<file path="config.mk">
export PLATFORM = sky130hd
export DESIGN_NAME = regfile_wb_arbiter
export DESIGN_NICKNAME = d
export VERILOG_FILES = /design/src/rtl/regfile_wb_arbiter.sv
export SDC_FILE = /design/constraint.sdc
export NUM_CORES = 1
export LEC_CHECK = 0
export BUFFER_PORTS_ARGS = -buffer_cell sky130_fd_sc_hd__buf_4
export CAP_MARGIN = 20
export CORE_MARGIN = 2
export CORE_UTILIZATION = 51
export CTS_CLUSTER_DIAMETER = 40
export CTS_CLUSTER_SIZE = 14
export DETAILED_ROUTE_END_ITERATION = 12
export MAX_ROUTING_LAYER = met4
export PLACE_DENSITY = 0.95
export SYNTH_ARGS = -nofsm -noshare
export SYNTH_HDL_FRONTEND = slang
export SYNTH_SLANG_ARGS = --single-unit
</file>
<file path="constraint.sdc">
create_clock -name clk -period 4.35 [get_ports clk]
set_input_delay 0.2175 -clock clk [delete_from_list [all_inputs] [get_ports clk]]
set_output_delay 0.2175 -clock clk [all_outputs]
set_load 0.05 [all_outputs]
</file>
<file path="src/rtl/regfile_wb_arbiter.sv">
// Write-back arbiter: round-robin choice between the ALU (A) and load unit (B),
// a one-entry write stage in front of the register file, and a pending-write scoreboard.
module regfile_wb_arbiter #(
  parameter int XLEN    = 32,
  parameter bit RR_INIT = 1'b0
) (
  input  logic            clk,
  input  logic            rst,
  input  logic            a_valid,
  input  logic [4:0]      a_rd,
  input  logic [XLEN-1:0] a_data,
  output logic            a_ready,
  input  logic            b_valid,
  input  logic [4:0]      b_rd,
  input  logic [XLEN-1:0] b_data,
  output logic            b_ready,
  input  logic            hold,
  input  logic            issue_valid,
  input  logic [4:0]      issue_rd,
  output logic            rf_we,
  output logic [4:0]      rf_rd,
  output logic [XLEN-1:0] rf_wdata,
  output logic [31:0]     busy,
  output logic            last_grant
);

  // Handshake: a request transfers on a rising edge where x_valid && x_ready.
  // Ready is only raised for a valid requester, so ready alone means "accepted
  // this cycle"; requesters hold valid/rd/data stable until they see ready.
  logic            r_ptr;
  logic            r_last_grant;
  logic            r_stage_valid;
  logic [4:0]      r_stage_rd;
  logic [XLEN-1:0] r_stage_data;
  logic [31:0]     r_busy;

  logic            w_contend;
  logic            w_a_xfer;
  logic            w_b_xfer;
  logic            w_xfer;
  logic            w_rf_we;
  logic [31:0]     w_set;
  logic [31:0]     w_clr;

  always_comb begin
    a_ready = !rst && !hold && a_valid && (!b_valid || !r_ptr);
    b_ready = !rst && !hold && b_valid && (!a_valid ||  r_ptr);
  end

  assign w_contend = a_valid && b_valid;
  assign w_a_xfer  = a_valid && a_ready;
  assign w_b_xfer  = b_valid && b_ready;
  assign w_xfer    = w_a_xfer || w_b_xfer;

  // Pointer names the loser of the last contended transfer; solo transfers leave it alone.
  always_ff @(posedge clk or posedge rst) begin
    if (rst) begin
      r_ptr        <= RR_INIT;
      r_last_grant <= RR_INIT;
    end else if (w_xfer) begin
      r_last_grant <= w_b_xfer;
      if (w_contend) r_ptr <= w_a_xfer;
    end
  end

  // The stage drains every non-hold cycle; hold freezes valid, rd and data alike.
  always_ff @(posedge clk or posedge rst) begin
    if (rst) begin
      r_stage_valid <= 1'b0;
      r_stage_rd    <= '0;
      r_stage_data  <= '0;
    end else if (!hold) begin
      r_stage_valid <= w_xfer;
      if (w_xfer) begin
        r_stage_rd   <= w_b_xfer ? b_rd   : a_rd;
        r_stage_data <= w_b_xfer ? b_data : a_data;
      end
    end
  end

  assign w_rf_we = r_stage_valid && !hold && (r_stage_rd != 5'd0);

  // Set wins over clear so a re-issued destination stays pending.
  always_comb begin
    w_set = '0;
    w_clr = '0;
    if (issue_valid) w_set = 32'd1 << issue_rd;
    if (w_rf_we)     w_clr = 32'd1 << r_stage_rd;
  end

  always_ff @(posedge clk or posedge rst) begin
    if (rst) r_busy <= '0;
    else     r_busy <= ((r_busy & ~w_clr) | w_set) & ~32'd1;
  end

  assign rf_we      = w_rf_we;
  assign rf_rd      = r_stage_rd;
  assign rf_wdata   = r_stage_data;
  assign busy       = r_busy;
  assign last_grant = r_last_grant;

endmodule

</file>
Word-level counts from Yosys, hierarchy flattened
Index checks and enable logic that the tools add are counted.
{"block": "classes", "shifts": 2, "n_reduce_logical": 21, "n_bitwise": 4, "muxes": 4}
{"cell": "32-bit two-way mux", "n": 3}
{"cell": "1-bit by 5-bit left shift with 32-bit output, first input constant", "n": 2}
{"cell": "32-bit AND", "n": 1}
{"cell": "32-bit inverter", "n": 1}
{"cell": "32-bit bitwise OR", "n": 1}
{"cell": "1-bit logical AND", "n": 10}
{"cell": "1-bit zero test", "n": 5}
{"cell": "5-bit two-way mux", "n": 1}
{"cell": "5-bit nonzero test", "n": 1}
{"cell": "2-bit AND reduction", "n": 2}
{"cell": "1-bit logical OR", "n": 3}
{"cell": "1-bit inverter", "n": 1}
{"block": "word_totals", "out_inout_bits": 73, "input_bits": 85, "word_cells": 37, "register_bits": 71}

Depth between registers and ports, before layout
{"block": "depth", "word_depth": 7, "mapped_depth": 5, "depth_no_buf": 3}

Least setup slack after synthesis
OpenSTA, ideal clock, no wires.
{"block": "synth_timing", "path_kind": "register to output", "startpoint": "register r_stage_rd[0] (netlist: rf_rd[0])", "endpoint": "output port rf_we", "path_buffers": 1, "stages_incl_launch_ff": 4, "arrival_ps": 1840, "path_slack_ps": 2293, "t_required_ps": 4133, "path_cell_list": "dfrtp_1 > clkbuf_1 > nor2_1 > a31oi_1"}
{"block": "synth_between", "elab_chain_cells": 2}
{"item": "from (decl)", "line": "33", "source": "logic [4:0] r_stage_rd;"}
{"item": "from (signal assigned)", "line": "75", "source": "r_stage_rd <= w_b_xfer ? b_rd : a_rd;"}
{"item": "5-bit nonzero test", "line": "81", "source": "assign w_rf_we = r_stage_valid && !hold && (r_stage_rd != 5'd0);"}
{"item": "1-bit logical AND", "line": "81"}
{"item": "to (decl)", "line": "20", "source": "output logic rf_we,"}
No other way between the ends.

Worst setup path after layout
{"block": "layout_timing", "startpoint": "register r_ptr", "endpoint": "output port b_ready"}
{"block": "layout_between", "elab_chain_cells": 2}
{"item": "from (decl)", "line": "30", "source": "logic r_ptr;"}
{"item": "from (signal assigned)", "line": "62", "source": "if (w_contend) r_ptr <= w_a_xfer;"}
{"item": "1-bit logical OR", "line": "47", "source": "b_ready = !rst && !hold && b_valid && (!a_valid || r_ptr);"}
{"item": "1-bit logical AND", "line": "47"}
{"item": "to (decl)", "line": "16", "source": "output logic b_ready,"}
No other way between the ends.

==> flow_metrics.tcl <==
set metrics [dict create \
    hpwl_um 7440 \
    clockRootBuffer "clkbuf_8" \
    p_sw_mw 1.30 \
    final_common_cell "buf_4" \
    path_cells "nand2b_1, nand3_1, buf_4, inv_1, buf_4" \
    wl_per_cell_um 18.8 \
    ys_warn_count 0 \
    ys_seq_area_frac 0.488 \
    io_pins 158 \
    grt_antenna_before_repair 0 \
    slew_violations 0 \
    p_clk_frac 0.210 \
    clk_latency_ns 0.35 \
    die_area_sq_um 7830 \
    synth_edf_count 0 \
    fillers 473 \
    p_per_area_nw_per_um2 578 \
    n_antenna_cell 0 \
    startpoint_type "flop" \
    clock_skew_ns 0.0100 \
    postCtsSetupBuffers 0 \
    relSlewSlack 0.250 \
    fin_crit_sh 0.701 \
    worstPathArrival_ns 2.83 \
    synth_nets 418 \
    intPower_mw 1.59 \
    max_freq_ghz 0.328 \
    timing.rr.start "r_ptr$_DFFE_PP0P_" \
    vdd_drop_max_uv 325 \
    htreeDepth 3 \
    seq_area_sq_um 1780 \
    swShare 0.450 \
    min_path_type "in2async" \
    io_buffers 156 \
    drive_gt1_frac 0.384 \
    hold_violations 0 \
    detailedPlace.worstSlack_ns 1.74 \
    status "finished clean" \
    via_per_inst 6.17 \
    cts_buffer_depth 2 \
    most-common-layout-cells "161 x buf_4, 71 x dfrtp_1, 38 x nor3b_1" \
    tritoncts "yes" \
    worstPathMaxFanout 38 \
    die_h_um 88.5 \
    cp-startpoint "r_ptr$_DFFE_PP0P_" \
    async_flop_share 1.00 \
    crit_path_top_delay_cell "nand2b_1" \
    post_cts_resized 0 \
    grt_pass1_vias 3367 \
    cap_violations 0 \
    ant_nets 0 \
    rows 30 \
    die_w_um 88.5 \
    clkSinkCount 71 \
    setup.worst_path.end_class "output pin" \
    utilization 0.727 \
    grt_pass1_wl_um 16200 \
    placed_cells 551 \
    combinationalPowerShare 0.452 \
    required_ns 4.13 \
    final_area_sq_um 4990 \
    r2r_slack_ns 1.68 \
    routed_wl_um 10700 \
    setup_violations 0 \
    start_util 0.530 \
    rr_endpoint "rf_wdata[31]$_DFFE_PP0P_" \
    tns_ns 0 \
    syn_area_sq_um 3640 \
    gp_congestion 0.901 \
    worstMarginPinSlew_ns 1.12 \
    multiInputGateArea_sq_um 1630 \
    dr_total_vias 3497 \
    syn_to_final_growth_pct 37.2 \
    grt.overflow.total 0 \
    nets 551 \
    period_needed_ns 3.05 \
    syn-instance-count 333 \
    ys_ff_latch 71 \
    dr.pass1.iters 5 \
    grt_max_degree 43 \
    pwr-share-seq 0.337 \
    power.leakage_nw 2.23 \
    syn_area_per_cell_sq_um 10.9 \
    drt_iter0_drc 184 \
    stdcell_count 567 \
    crit_top_cell "buf_4" \
    critical_path_class "reg2out" \
    drc 0 \
    yosysUniqueCellTypes 34 \
    rsz0062_at_grt "no" \
    critical-path-max-stage-delay_ns 0.88 \
    crit_path_end "b_ready" \
    holdWs_ns 0.00408 \
    cp_num_cells 5 \
    synth_ff_type "dfrtp_1" \
    clk_pin_slew_ns 0.08 \
    finalPower_mw 2.88 \
    cp_top_family "simple AND/OR/NAND/NOR gates" \
    cts_buffers 9 \
    post_dp_cell_area_sq_um 4760 \
    hold_buffers 0 \
    core_sq_um 6870 \
    layout_setup_ws_ns 1.30 \
    track_usage 0.280 \
    ff2ff_path_depth 4 \
    path_buf_inv 3 \
]
[worst min path at each step]
stage	slack (ns)	from	to	depth (start not counted)
finish	0.004	rst	rf_wdata[24]$_DFFE_PP0P_	2
detailed placement	0.40	rst	rf_wdata[24]$_DFFE_PP0P_	2
floorplan	0.33	hold	r_stage_valid$_DFFE_PP0N_	2
global placement	0.38	rst	rf_wdata[24]$_DFFE_PP0P_	2
CTS	0.02	rst	rf_wdata[24]$_DFFE_PP0P_	2
global route	0.05	rst	rf_wdata[15]$_DFFE_PP0P_	2
[layout make-up]
cell class,count,share of cell area
clock buffers,10,0.0276
clock inverters,6,0.0185
inverters,6,0.00451
multi-input cells,217,0.327
flip-flops and latches,71,0.356
well taps,96,0.0241
repair buffers,161,0.242
[sequential cells by signal, summed over array words and instances, names as in the netlist]
name	count
r_ptr	1
r_stage_valid	1
last_grant	1
busy	31
rf_rd	5
rf_wdata	32
[cell usage after synthesis, drive strengths merged (6+ instances only)]
master  instances  area (sq um)
buf            23           146
nor3b          38           285
a221o          37           370
o31ai          22           165
o21ai          30           154
and4           37           324
nand2           8          30.0
clkbuf         16          60.1
nand2b          8          50.1
o41ai           6          52.6
inv             6          22.5
dfrtp          71          1780
[per-layer routing]
| metal | up-vias | track usage | wire length (um) |
|---|---|---|---|
| met3 | 23 | 0.0550 | 939 |
| met4 | 0 | 0.105 | 196 |
| met2 | 224 | 0.456 | 5210 |
| met5 | - | - | 0 |
| li1 | 1576 | - | - |
| met1 | 1674 | 0.346 | 4310 |
[logic make-up (layout without fill, tap and decap cells)]
family	after synthesis	in the layout	share of synthesized area
buffers and inverters	45	183	0.0629
other	1	1	0.00103
flip-flops	71	71	0.488
AO/OA/AOI/OAI	99	99	0.213
XOR/XNOR	1	1	0.00241
AND/OR/NAND/NOR	116	116	0.232
[power by group through the flow]
stage / combinational [mW] / sequential (mW) / clock (mW)
2_1_floorplan: 0.320 / 1.54 / 0
3_3_place_gp: 1.28 / 0.977 / 0
3_5_place_dp: 1.31 / 0.978 / 0
4_1_cts: 1.31 / 0.970 / 0.607
5_1_grt: 1.37 / 0.992 / 0.638
6_report: 1.30 / 0.973 / 0.606
Note: power is estimated with default switching activity, not from simulation.
